## config.mk

```make
export PLATFORM = sky130hd
export DESIGN_NAME = i2c_fifo_write_engine
export DESIGN_NICKNAME = d
export VERILOG_FILES = /design/src/rtl/i2c_fifo_write_engine.sv
export SDC_FILE = /design/constraint.sdc
export NUM_CORES = 1
export LEC_CHECK = 0
export BUFFER_PORTS_ARGS = -buffer_cell sky130_fd_sc_hd__buf_2
export CORE_UTILIZATION = 60
export CTS_BUF_LIST = sky130_fd_sc_hd__clkbuf_8
export DETAILED_ROUTE_END_ITERATION = 7
export PLACE_DENSITY = 0.84
export SYNTH_ARGS = -nofsm -noshare
export SYNTH_HDL_FRONTEND = slang
export SYNTH_SLANG_ARGS = --single-unit
```

## constraint.sdc

```tcl
create_clock -name read_clk -period 5.3 [get_ports read_clk]
set_input_delay 0.53 -clock read_clk [delete_from_list [all_inputs] [get_ports read_clk]]
set_output_delay 0.53 -clock read_clk [all_outputs]
set_load 0.02 [all_outputs]
```

## src/rtl/i2c_fifo_write_engine.sv

```systemverilog
// I2C master write engine: pops bytes from the TX FIFO read port and shifts them out
// MSB-first on open-drain SCL/SDA, framed by START/STOP with per-byte ACK checking.
module i2c_fifo_write_engine #(
    parameter int DATA_SIZE = 8,
    parameter int CLK_DIV   = 4
) (
    input  logic                 read_clk,
    input  logic                 read_reset_n,
    input  logic                 enable,
    input  logic [DATA_SIZE-1:0] read_data,
    input  logic                 read_empty,
    output logic                 read_increment,
    input  logic                 sda_in,
    output logic                 scl_out,
    output logic                 sda_out,
    output logic                 busy,
    output logic                 byte_done,
    output logic                 ack_error
);

    localparam int QW = (CLK_DIV > 2) ? $clog2(CLK_DIV) : 1;
    localparam int BW = (DATA_SIZE > 2) ? $clog2(DATA_SIZE) : 1;
    localparam logic [QW-1:0] QMAX = QW'(CLK_DIV - 1);
    localparam logic [BW-1:0] BMAX = BW'(DATA_SIZE - 1);

    typedef enum logic [2:0] {IDLE, START, LOAD, SEND, ACK, STOP} state_t;

    state_t               state;
    state_t               state_nxt;
    logic [QW-1:0]        qcnt;
    logic [1:0]           quarter;
    logic [BW-1:0]        bit_cnt;
    logic [DATA_SIZE-1:0] shift_reg;
    logic                 ack_sample;
    logic                 sda_last;
    logic                 timing_on;
    logic                 q_wrap;
    logic                 slot_end;
    logic                 q2_first;
    logic                 accept;
    logic                 load_pop;

    // LOAD is a single cycle outside the slot timing, so the quarter counter idles there
    assign timing_on = (state == START) || (state == SEND) || (state == ACK) || (state == STOP);
    assign q_wrap    = (qcnt == QMAX);
    assign slot_end  = q_wrap && (quarter == 2'd3);
    assign q2_first  = (quarter == 2'd2) && (qcnt == '0);
    assign accept    = (state == IDLE) && enable && !read_empty;
    assign load_pop  = (state == LOAD) && !read_empty;

    always_ff @(posedge read_clk or negedge read_reset_n) begin
        if (!read_reset_n) begin
            state <= IDLE;
        end else begin
            state <= state_nxt;
        end
    end

    always_comb begin
        state_nxt      = state;
        scl_out        = 1'b1;
        sda_out        = 1'b1;
        read_increment = 1'b0;
        busy           = (state != IDLE);
        case (state)
            IDLE: begin
                if (enable && !read_empty) state_nxt = START;
            end
            START: begin
                sda_out = (quarter < 2'd2);
                if (slot_end) state_nxt = LOAD;
            end
            LOAD: begin
                scl_out = 1'b0;
                sda_out = sda_last;
                if (!read_empty) begin
                    read_increment = 1'b1;
                    state_nxt      = SEND;
                end else begin
                    state_nxt = STOP;
                end
            end
            SEND: begin
                scl_out = quarter[0] ^ quarter[1];
                sda_out = shift_reg[DATA_SIZE-1];
                if (slot_end && (bit_cnt == '0)) state_nxt = ACK;
            end
            ACK: begin
                scl_out = quarter[0] ^ quarter[1];
                if (slot_end) state_nxt = ack_sample ? STOP : LOAD;
            end
            STOP: begin
                scl_out = (quarter != 2'd0);
                sda_out = (quarter == 2'd3);
                if (slot_end) state_nxt = IDLE;
            end
            default: state_nxt = IDLE;
        endcase
    end

    always_ff @(posedge read_clk or negedge read_reset_n) begin
        if (!read_reset_n) begin
            qcnt       <= '0;
            quarter    <= 2'd0;
            bit_cnt    <= '0;
            ack_error  <= 1'b0;
            byte_done  <= 1'b0;
            ack_sample <= 1'b0;
            sda_last   <= 1'b1;
        end else begin
            if (!timing_on) begin
                qcnt    <= '0;
                quarter <= 2'd0;
            end else begin
                qcnt <= q_wrap ? '0 : qcnt + 1'b1;
                if (q_wrap) quarter <= quarter + 2'd1;
            end
            if (load_pop) begin
                bit_cnt <= BMAX;
            end else if ((state == SEND) && slot_end) begin
                bit_cnt <= bit_cnt - 1'b1;
            end
            if ((state == ACK) && q2_first) ack_sample <= sda_in;
            if (accept) begin
                ack_error <= 1'b0;
            end else if ((state == ACK) && slot_end && ack_sample) begin
                ack_error <= 1'b1;
            end
            byte_done <= (state == ACK) && slot_end && !ack_sample;
            // LOAD re-drives whatever SDA level the previous cycle ended with
            sda_last  <= sda_out;
        end
    end

    always_ff @(posedge read_clk) begin
        if (load_pop) begin
            shift_reg <= read_data;
        end else if ((state == SEND) && slot_end) begin
            shift_reg <= shift_reg << 1;
        end
    end

endmodule

```

==> results of run 1 <==
==> cell usage after synthesis, types with 2 or more instances <==
master / instances / area share (%)
a211o_1: 2 / 1.4
and2_1: 3 / 1.5
buf_2: 2 / 0.80
buf_6: 3 / 2.7
dfrtp_1: 13 / 26
edfxtp_1: 8 / 19
ha_1: 7 / 7.0
inv_1: 7 / 2.1
mux2_2: 5 / 4.5
mux2_4: 4 / 4.8
mux2i_1: 2 / 1.6
nand2_1: 3 / 0.90
nand2b_1: 6 / 3.0
nand3_1: 2 / 0.80
nor2_1: 9 / 2.7
nor2b_1: 2 / 1.0
o21a_1: 2 / 1.2
o21ai_0: 4 / 1.6
o22ai_1: 3 / 1.5
xnor2_1: 2 / 1.4
==> path summary, 6_finish.rpt <==
path / from / endpoint / slack [ns] / cells after the start
setup / recovery: state[0]$_DFFE_PN0P_ / read_increment / 2.79 / 2
hold / removal: read_reset_n / qcnt[0]$_DFF_PN0_ / 0.16 / 1
setup reg to reg: state[0]$_DFFE_PN0P_ / shift_reg[6]$_DFFE_PP_ / 3.10 / 2
hold reg to reg: qcnt[0]$_DFF_PN0_ / qcnt[0]$_DFF_PN0_ / 0.47 / 1
max in group asynchronous: read_reset_n / sda_last$_DFF_PN1_ / 4.85 / 1
min in group read_clk: qcnt[0]$_DFF_PN0_ / qcnt[0]$_DFF_PN0_ / 0.47 / 1
==> layer usage <==
metal / vias up / part of all wire, % / wire length (um)
li1: 419 / - / -
met1: 421 / 46 / 1040
met2: 28 / 49 / 1110
met3: 2 / 4.6 / 103
met4: 0 / 0.49 / 11
met5: - / 0 / 0
==> worst max-delay path: stages, from the launching register on <==
cell and delay (ns):
dfrtp_1 0.58, nor4b_4 0.84, buf_2 0.30
==> cells by family (layout without fill, tap and decap cells) <==
kind of cell	Yosys count	in the layout	share of synthesized area (%)
buf+inv	12	29	5.63
fa+ha+maj	7	7	7.03
xor+xnor	2	2	1.41
flops	22	22	47.5
mux	11	11	11.0
simple gates	33	33	16.3
compound gates	20	20	11.2
==> through the flow <==
stage / cells / instance area, um^2 / worst slack, ns
after floorplan: 107 / 1240 / 3.56
after global placement: 147 / 1330 / 3.13
after detailed placement: 147 / 1330 / 3.05
after CTS: 151 / 1370 / 2.78
after global routing: 151 / 1370 / 2.65
final: 151 / 1370 / 2.79
==> where the power goes <==
| group | leakage (nW) | switching, mW | total (mW) | internal [mW] |
|---|---|---|---|---|
| clock network | 0.0231 | 0.0516 | 0.103 | 0.0516 |
| logic | 0.347 | 0.131 | 0.244 | 0.113 |
| registers | 0.242 | 0.0509 | 0.267 | 0.216 |
==> final cells by class <==
cell class / instances / area [um^2] / area share (%)
sequential: 22 / 592 / 43.2
clock inverter: 1 / 3.75 / 0.274
multi-input combinational: 73 / 583 / 42.6
timing repair buffer: 18 / 90.1 / 6.58
tap: 27 / 33.8 / 2.47
clock buffer: 3 / 41.3 / 3.01
inverter: 7 / 26.3 / 1.92
==> metrics.md, run 1 <==
| Metric | Value |
|---|---|
| Port bufs | `18` |
| CTS Sinks | `22` |
| Critical path required time | `4.77 ns` |
| Worst-path fanout max | `16` |
| Syn Nets | `127` |
| Cts hold-fix bufs | `0` |
| Total routed wirelength | `2.26 mm` |
| Final Util | `69.8%` |
| GR Util met3 | `4.53%` |
| Fin. Hold Viols | `0` |
| DRT iter0 DRCs | `25` |
| Final global-route overflow total | `0` |
| Worst-Skew Late Latency | `0.25 ns` |
| Top Ports | `19` |
| Final Total Pwr | `614 uW` |
| WS Path Type | `reg2out` |
| Setup Fix Bufs, Post-CTS | `0` |
| Drt drc | `0` |
| CTS resizes | `0` |
| Initial antenna violation count | `0` |
| Commonest non-fill, non-tap cell in the layout | `buf_2` |
| Leakage power | `0.612 nW` |
| Max-slew violation count | `0` |
| Via count | `870` |
| Die Ht | `47.6 um` |
| Post-synth cell types | `38` |
| GRT Util Overall | `23.6%` |
| Nets | `145` |
| Synthesis Warnings | `0` |
| Synth Flop Type | `dfrtp_1` |
| First-pass GRT wire length | `3.70 mm` |
| TritonCTS Buffers | `3` |
| Pwr dens | `448 nW/um^2` |
| Largest net degree at the start of global routing | `17` |
| Max Fclk | `399 MHz` |
| Max reg flops | `8` |
| Final setup viols | `0` |
| Hold slack final | `0.162 ns` |
| Chip Width | `47.6 um` |
| Fillers | `144` |
| Peak VDD IR | `0.257 mV` |
| Initial core utilization | `63.5%` |
| Worst Setup End Kind | `output pin` |
| Share of layout cells above drive strength 1 | `28.2%` |
| Setup crit start kind | `register` |
| Synthesized area per cell | `11.6 um^2` |
| Status | `completed` |
| Async S/R FF share, synth | `63.6%` |
| Met2 usage | `37.5%` |
| Global route hottest layer | `met2` |
| WL per Instance | `15.0 um` |
| Core area | `1960 um^2` |
| Vias in the first global route | `853` |
| Clock Skews | `0.00140 ns` |
| Routability-driven placement congestion ratio | `0.822` |
| Cell row count | `16` |
| Root Driver | `clkbuf_8` |
| Worst-Margin Slew | `0.828 ns` |
| Synth Cell Area | `1240 um^2` |
| TNS Setup | `0 ns` |
| Antenna cells | `0` |
| TritonCTS clock tree | `built` |
| Minimum clock period | `2.51 ns` |
| Most frequent cells in the layout | `buf_2, dfrtp_1, nor2_1` |
| Arr. time, crit path | `1.98 ns` |
| Synthesized instance count | `107` |
| Slew margin rel. | `44.6%` |
| DP HPWL | `1.64 mm` |
| GR Util met1 | `31.3%` |
| Worst min-delay path class | `in2async` |
| Area Overhead vs Synth | `10.0%` |
| Sequential share of the synthesized area | `47.5%` |
| DIE AREA | `2260 um^2` |
| Routed vias/inst | `5.76` |
| Bufs on Longest Clock Path | `2` |
| Clk pin slew, worst setup/hold paths | `0.08 ns` |
| Htree depth | `1` |
| DRT Pass-1 Iters | `4` |
| ANT nets after route | `0` |
| Post-synth EDFFs | `8` |
| RSZ-0062 raised after global routing | `false` |
| Register bit total from synthesis | `22` |
| Max cap viols | `0` |
| Fin crit share | `47.3%` |
(Power assumes the default switching activity.)
==> run 2: changes to the inputs <==
--- a/config.mk
+++ b/config.mk
@@ -6,10 +6,10 @@
 export NUM_CORES = 1
 export LEC_CHECK = 0
 export BUFFER_PORTS_ARGS = -buffer_cell sky130_fd_sc_hd__buf_2
-export CORE_UTILIZATION = 60
+export CORE_UTILIZATION = 58
 export CTS_BUF_LIST = sky130_fd_sc_hd__clkbuf_8
 export DETAILED_ROUTE_END_ITERATION = 7
-export PLACE_DENSITY = 0.84
+export PLACE_DENSITY = 0.81
 export SYNTH_ARGS = -nofsm -noshare
 export SYNTH_HDL_FRONTEND = slang
 export SYNTH_SLANG_ARGS = --single-unit
==> constraint.sdc (replaced) <==
create_clock -name read_clk -period 2.4 [get_ports read_clk]
set_input_delay 0.24 -clock read_clk [delete_from_list [all_inputs] [get_ports read_clk]]
set_output_delay 0.24 -clock read_clk [all_outputs]
set_load 0.02 [all_outputs]
==> run 2 against run 1 <==
  * Clock power up 120%
  * Sequential share of layout area down 0.55 points
  * Core utilization up 0.18 points
  * Register-to-register slack worse by 2.6 ns
  * Global-route usage down 2.0 points
  * Sequential cell count unchanged
  * Cell count up 1.3%
  * Largest cell class unchanged
==> metrics.md, run 2 (same netlist as run 1, synthesis figures left out) <==
| Metric | Value |
|---|---|
| Status | `completed` |
| Flop-to-flop setup slack | `0.46 ns (-2.64 ns)` |
| Worst Reg2Reg Path Length in Cells | `3 (+1)` |
| WHS Path Cells | `2` |
| GRT Util Overall | `21.6% (-2.0 points)` |
| Initial antenna violation count | `0 (unchanged)` |
| Core area | `1980 um^2 (+1.0%)` |
| Clock Skews | `0.00406 ns (+0.00267 ns)` |
| Root Driver | `clkbuf_8` |
| Peak VDD IR | `0.701 mV (+170%)` |
| Area Overhead vs Synth | `11.5%` |
| Final global-route overflow total | `0 (unchanged)` |
| Cell row count | `16 (unchanged)` |
| Top Ports | `19 (unchanged)` |
| Clk pin slew, worst setup/hold paths | `0.08 ns (about the same)` |
| DP HPWL | `1.57 mm (-3.7%)` |
| Routability-driven placement congestion ratio | `0.833 (+1.3%)` |
| Pwr dens | `972 nW/um^2 (+120%)` |
| Nets | `147 (+1.4%)` |
| Total routed wirelength | `2.13 mm (-6.0%)` |
| Hold Crit Start | `sda_in` |
| DRT Pass-1 Iters | `4 (unchanged)` |
| DRT iter0 DRCs | `18 (-28%)` |
| Most frequent cells in the layout | `buf_2, dfrtp_1, nor2_1` |
| Worst-path fanout max | `16 (unchanged)` |
| Critical path required time | `2.16 ns (-2.61 ns)` |
| Final setup viols | `0 (unchanged)` |
| Routed vias/inst | `5.75 (-0.17%)` |
| CTS resizes | `0 (unchanged)` |
| Max cap viols | `0 (unchanged)` |
| Worst Setup End Kind | `output pin` |
| Worst min-delay path class | `in2reg` |
| Crit path max-delay family | `flip-flops` |
| Chip Width | `48.3 um (+1.6%)` |
| Worst-Skew Late Latency | `0.26 ns (about the same)` |
| Slew margin rel. | `65.0% (+20 points)` |
| Initial core utilization | `62.8% (-0.64 points)` |
| Die Ht | `48.3 um (+1.6%)` |
| Htree depth | `1 (unchanged)` |
| Slowest stage delay, CP | `0.68 ns (-0.16 ns)` |
| Arr. time, crit path | `1.72 ns (-0.26 ns)` |
| Final Total Pwr | `1.35 mW (+120%)` |
| Antenna cells | `0 (unchanged)` |
| Hold path endpoint | `ack_sample$_DFFE_PN0P_` |
| Share of layout cells above drive strength 1 | `28.6% (+0.35 points)` |
| Minimum clock period | `1.96 ns` |
| TritonCTS Buffers | `3 (unchanged)` |
| Setup Fix Bufs, Post-CTS | `0 (unchanged)` |
| Fin crit share | `81.7%` |
| WS Path Type | `reg2out` |
| Setup crit start kind | `register` |
| Via count | `880 (+1.1%)` |
| Crit-path cells | `inv_1 -> a221oi_1 -> o21ai_0 -> buf_2` |
| Fin. Hold Viols | `0 (unchanged)` |
| Critical path buffer and inverter count | `2 (+1)` |
| Max Fclk | `510 MHz` |
| CTS Sinks | `22 (unchanged)` |
| Reg2Reg Capture Point | `shift_reg[1]$_DFFE_PP_` |
| Bufs on Longest Clock Path | `2 (unchanged)` |
| First-pass GRT wire length | `3.84 mm (+3.9%)` |
| Max-slew violation count | `0 (unchanged)` |
| Cts hold-fix bufs | `1 (+1)` |
| Leakage power | `0.626 nW (+2.2%)` |
| ANT nets after route | `0 (unchanged)` |
| Fillers | `160 (+11%)` |
| Crit-path slowest cell | `dfrtp_1` |
| RSZ-0062 raised after global routing | `false` |
| WL per Instance | `13.9 um (-7.2%)` |
| Commonest non-fill, non-tap cell in the layout | `buf_2` |
| Port bufs | `18 (unchanged)` |
| Register Area | `592 um^2 (unchanged)` |
| TNS Setup | `0 ns (unchanged)` |
| TritonCTS clock tree | `built` |
| Max reg flops | `8 (unchanged)` |
| Drt drc | `0 (unchanged)` |
| DIE AREA | `2340 um^2 (+3.3%)` |
| Largest net degree at the start of global routing | `17 (unchanged)` |
| Worst-Margin Slew | `0.526 ns (-0.303 ns)` |
| Vias in the first global route | `825 (-3.3%)` |
| Multi-input gate area | `583 um^2 (unchanged)` |
| R2R Path Start | `state[0]$_DFFE_PN0P_` |
==> run 2: changes by cell type in the layout (fill, tap and decap cells not counted), sizes merged <==
| cell | previous run | this run |
|---|---|---|
| buf | 18 | 19 |
| dlygate4sd3 | 0 | 1 |
| inv | 7 | 8 |
| clkinv | 1 | 0 |
==> run 2: area by class of cell <==
class | count | share of cell area, %
Multi-Input combinational cell | 73 | 42.0
Tap cell | 27 | 2.43
Clock inverter | 1 | 0.271
Inverter | 7 | 1.89
Clock buffer | 3 | 2.98
Sequential cell | 22 | 42.7
Timing Repair Buffer | 20 | 7.75
==> run 2: worst max-delay path by stage <==
stage	from	to	slack, ns	cells after the start
finish	state[0]$_DFFE_PN0P_	sda_out	0.44	4
global route	state[0]$_DFFE_PN0P_	sda_out	0.29	4
CTS	state[0]$_DFFE_PN0P_	sda_out	0.44	4
detailed placement	state[0]$_DFFE_PN0P_	shift_reg[1]$_DFFE_PP_	0.48	3
global placement	state[0]$_DFFE_PN0P_	shift_reg[7]$_DFFE_PP_	0.56	3
floorplan	state[0]$_DFFE_PN0P_	shift_reg[0]$_SDFFCE_PN0P_	0.71	4
==> run 2: stage by stage <==
stage	util [%]	hold WS (ns)	setup slack, ns	area, um^2	cells
floorplan	-	-0.0556	0.710	1240	107
global placement	67.2	0.150	0.565	1330	148
detailed placement	67.2	0.165	0.482	1330	148
CTS	70.0	0.207	0.438	1390	153
global route	70.0	0.203	0.292	1390	153
finish	70.0	0.212	0.438	1390	153
==> run 2: metal layers <==
layer,wire (um),global-route usage [%]
met1,986,28.2
met3,61,2.83
met4,34,8.82
met5,0,0
met2,1050,36.2
==> run 2: power breakdown <==
group / leakage (nW) / internal (mW) / switching (mW)
logic: 0.357 / 0.253 / 0.275
clock network: 0.0269 / 0.114 / 0.117
registers: 0.242 / 0.477 / 0.112
total: 0.626 / 0.844 / 0.504
==> run 3: changes to the inputs <==
--- a/config.mk
+++ b/config.mk
@@ -5,11 +5,12 @@
 export SDC_FILE = /design/constraint.sdc
 export NUM_CORES = 1
 export LEC_CHECK = 0
+export ABC_AREA = 1
 export BUFFER_PORTS_ARGS = -buffer_cell sky130_fd_sc_hd__buf_2
-export CORE_UTILIZATION = 58
+export CORE_UTILIZATION = 52
 export CTS_BUF_LIST = sky130_fd_sc_hd__clkbuf_8
 export DETAILED_ROUTE_END_ITERATION = 7
-export PLACE_DENSITY = 0.81
+export PLACE_DENSITY = 0.77
 export SYNTH_ARGS = -nofsm -noshare
 export SYNTH_HDL_FRONTEND = slang
 export SYNTH_SLANG_ARGS = --single-unit
==> constraint.sdc (replaced) <==
create_clock -name read_clk -period 1.8 [get_ports read_clk]
set_input_delay 0.18 -clock read_clk [delete_from_list [all_inputs] [get_ports read_clk]]
set_output_delay 0.18 -clock read_clk [all_outputs]
set_load 0.02 [all_outputs]
==> run 3 against run 2 <==
  * Synthesized cell count rose by 40%
  * Register-to-register slack worse by 0.18 ns
  * Area after synthesis rose by 1.0%
  * Routed wire length increased by 9.8%
  * Total power grew 38%
  * Cell count up 29%
  * First-iteration DRC count rose by 72%
  * Count of clock-buffer cells in the layout increased by 1
  * Cell area grew 2.3%
  * Non-clock buffer count fell by 1
  * Global-route usage fell by 0.83 points
  * Sequential power up 26%
  * Critical path type unchanged
  * Largest power group is now combinational logic
==> metrics.md, run 3 <==
| Metric | Value |
|---|---|
| TritonCTS clock tree | `built` |
| ANT nets after route | `0 (unchanged)` |
| Synthesized instance count | `150 (+40%)` |
| Multi-input gate area | `561 um^2 (-3.9%)` |
| Worst Reg2Reg Path Length in Cells | `7 (+4)` |
| Worst Setup End Kind | `output pin` |
| Yosys top cell area share | `25.9% (-0.26 points)` |
| Nets | `191 (+30%)` |
| Antenna cells | `0 (unchanged)` |
| Leakage power | `0.735 nW (+17%)` |
| Crit path max-delay family | `buffers and inverters` |
| DRT iter0 DRCs | `31 (+13)` |
| Wire length on met2 | `1.13 mm (+7.8%)` |
| Area Overhead vs Synth | `12.9%` |
| Fin crit share | `92.1%` |
| TritonCTS Buffers | `3 (unchanged)` |
| Clock Skews | `0.00231 ns (-0.00176 ns)` |
| Commonest cells in the synthesized netlist | `nand2_1, inv_1, dfrtp_1, nand3_1, nor2_1` |
| Hold path endpoint | `ack_sample$_DFFE_PN0P_` |
| Clk pin slew, worst setup/hold paths | `0.08 ns (about the same)` |
| Count leader, synth | `nand2_1` |
| CTS Sinks | `22 (unchanged)` |
| Reg2Reg Capture Point | `bit_cnt[0]$_DFFE_PN0P_` |
| Setup Fix Bufs, Post-CTS | `0 (unchanged)` |
| GRT Util Overall | `20.7% (-0.83 points)` |
| Final setup viols | `0 (unchanged)` |
| Via count | `1,020 (+16%)` |
| Hold slack final | `0.142 ns (-0.0703 ns)` |
| WHS Path Cells | `3 (+1)` |
| Synth Flop Type | `dfrtp_1` |
| Share of layout cells above drive strength 1 | `21.8% (-6.8 points)` |
| Area post-placement | `1350 um^2 (+1.5%)` |
| Die Ht | `51.2 um (+5.9%)` |
| Cell area after layout | `1420 um^2 (+2.3%)` |
| Syn Nets | `170 (+34%)` |
| Drt drc | `0 (unchanged)` |
| Worst path depth | `5 (+1)` |
| Synthesis Warnings | `0 (unchanged)` |
| Initial antenna violation count | `0 (unchanged)` |
| Met3 wire len | `127 um (+110%)` |
| Worst-path fanout max | `13 (-3)` |
| Dominant cell type by area after synthesis | `dfrtp_1` |
| DIE AREA | `2620 um^2 (+12%)` |
| Routability-driven placement congestion ratio | `0.907 (+8.9%)` |
| Clk pwr share | `19.5% (+2.3 points)` |
| Peak VDD IR | `0.901 mV (+29%)` |
| Chip Width | `51.2 um (+5.9%)` |
| Critical path buffer and inverter count | `3 (+1)` |
| Htree depth | `1 (unchanged)` |
| Worst min-delay path class | `in2reg` |
| Post-synth cell types | `25 (-34%)` |
| Critical path required time | `1.62 ns (-0.54 ns)` |
| Pwr dens | `1310 nW/um^2 (+35%)` |
| Top Ports | `19 (unchanged)` |
| Bufs on Longest Clock Path | `2 (unchanged)` |
| Sw frac | `40.4% (+2.9 points)` |
| Cell row count | `17 (+1)` |
| Total routed wirelength | `2.34 mm (+9.8%)` |
| Fillers | `203 (+27%)` |
| Max cap viols | `0 (unchanged)` |
| R2R Path Start | `qcnt[0]$_DFF_PN0_` |
| Sequential share of the synthesized area | `47.1% (-0.47 points)` |
| Routed vias/inst | `5.15 (-10%)` |
| Fin. Hold Viols | `0 (unchanged)` |
| Gate power share | `40.5% (+1.4 points)` |
| Worst-Skew Late Latency | `0.27 ns (about the same)` |
| Worst-Margin Slew | `0.330 ns (-0.196 ns)` |
| Sequential Power Share | `39.9% (-3.8 points)` |
| Port bufs | `18 (unchanged)` |
| RSZ-0062 raised after global routing | `false` |
| Post-synth EDFFs | `8 (unchanged)` |
| Slew margin rel. | `78.0% (+13 points)` |
| Most used cell, CP | `inv_2` |
| Async S/R FF share, synth | `63.6% (unchanged)` |
| TNS Setup | `0 ns (unchanged)` |
| Setup crit start kind | `register` |
| Commonest non-fill, non-tap cell in the layout | `nand2_1` |
| Max reg flops | `8 (unchanged)` |
| First-pass GRT wire length | `4.01 mm (+4.3%)` |
| WS Path Type | `reg2out` |
| Largest net degree at the start of global routing | `15 (-2)` |
| Synthesized area per cell | `8.38 um^2 (-28%)` |
| Crit-path slowest cell | `dfrtp_1` |
| Register Area | `594 um^2 (+0.42%)` |
| Max Fclk | `604 MHz` |
| Largest cells by area after synthesis | `dfrtp_1, edfxtp_1, nand2_1, ha_1, inv_1` |
| Most frequent cells in the layout | `nand2_1, inv_1, buf_2` |
| Flop-to-flop setup slack | `0.28 ns (-0.18 ns)` |
| Core area | `2250 um^2 (+14%)` |
| Sw Pwr | `750 uW (+49%)` |
| Top Metal Used | `met4` |
| DRT Pass-1 Iters | `4 (unchanged)` |
| Register bit total from synthesis | `22 (unchanged)` |
| Hold Crit Start | `sda_in` |
| Status | `completed` |
| Root Driver | `clkbuf_8` |
| DP HPWL | `1.69 mm (+7.5%)` |
| WL per Instance | `11.8 um (-15%)` |
| Internal Power | `1.11 mW (+31%)` |
| Slowest stage delay, CP | `0.45 ns (-0.23 ns)` |
| Initial core utilization | `55.8% (-7.0 points)` |
| Final global-route overflow total | `0 (unchanged)` |
| Minimum clock period | `1.66 ns` |
| Synth Cell Area | `1260 um^2 (+1.0%)` |
| Max-slew violation count | `0 (unchanged)` |
| Crit-path cells | `inv_2 -> nor2_4 -> nand2_4 -> inv_2 -> buf_2` |
| Met1 wire length | `1.05 mm (+6.2%)` |
| Arr. time, crit path | `1.48 ns (-0.24 ns)` |
| Vias in the first global route | `978 (+19%)` |
## run 3: changes by cell type in the layout (fill, tap and decap cells not counted), sizes merged, moves of 4 or more
| cell | before | now |
|---|---|---|
| nand2b | 6 | 0 |
| nand3 | 2 | 12 |
| nand2 | 3 | 53 |
| nor2 | 9 | 14 |
| o21ai | 4 | 8 |
| mux2 | 9 | 0 |
| inv | 8 | 20 |
## run 3: area by class of cell
class / count / area share, %
inverter: 20 / 5.29
timing repair buffer: 19 / 7.05
clock buffer: 4 / 3.88
sequential: 22 / 41.9
multi-input combinational: 105 / 39.5
tap: 28 / 2.47
## run 3: cells by family (layout without fill, tap and decap cells)
family / count (synthesis) / count (layout) / synth area share, %
simple gates: 84 / 84 / 30.8
flops: 22 / 22 / 47.1
buf+inv: 23 / 43 / 8.36
compound gates: 13 / 13 / 6.07
fa+ha+maj: 7 / 7 / 6.96
xor+xnor: 1 / 1 / 0.697
## run 3: how the worst max path moves through the flow
stage	endpoint	slack, ns	start
6_report	read_increment	0.14	state[1]$_DFFE_PN0P_
5_1_grt	read_increment	0.06	state[1]$_DFFE_PN0P_
4_1_cts	sda_out	0.06	state[2]$_DFFE_PN0P_
3_5_place_dp	bit_cnt[0]$_DFFE_PN0P_	0.29	qcnt[0]$_DFF_PN0_
3_3_place_gp	shift_reg[0]$_SDFFCE_PN0P_	0.39	qcnt[0]$_DFF_PN0_
2_1_floorplan	shift_reg[0]$_SDFFCE_PN0P_	0.47	qcnt[0]$_DFF_PN0_
## run 3: worst min-delay path, cell delays in order
cell and delay (ns):
buf_2 0.09, inv_1 0.04, o21ai_1 0.06
## run 3: repair_timing
| item | in CTS | in global routing |
|---|---|---|
| hold endpoints to repair | 13 | 0 |
| hold buffers | 1 | 0 |
| endpoints found under the setup margin | 0 | 1 |
| resized for setup | 0 | 2 |
## run 3: through the flow
stage	std cells	setup WS (ns)	total power, mW	util [%]
2_1_floorplan	150	0.474	1.35	-
3_3_place_gp	193	0.387	1.47	60.0
3_5_place_dp	193	0.287	1.49	60.0
4_1_cts	198	0.0551	1.85	62.9
5_1_grt	198	0.0576	1.99	63.0
6_report	198	0.143	1.86	63.0
## run 3: power groups by stage
stage               logic [mW]  clock network (mW)  registers (mW)
floorplan                0.656                   0           0.694
global placement         0.729                   0           0.742
detailed placement       0.745                   0           0.748
CTS                      0.751               0.360           0.737
global route             0.850               0.377           0.759
finish                   0.753               0.363           0.742
## run 3: metal layers
metal	vias to the layer above	global-route usage (%)
met3	4	3.87
met2	33	33.6
li1	515	-
met1	468	27.2
met4	0	8.33
met5	-	0
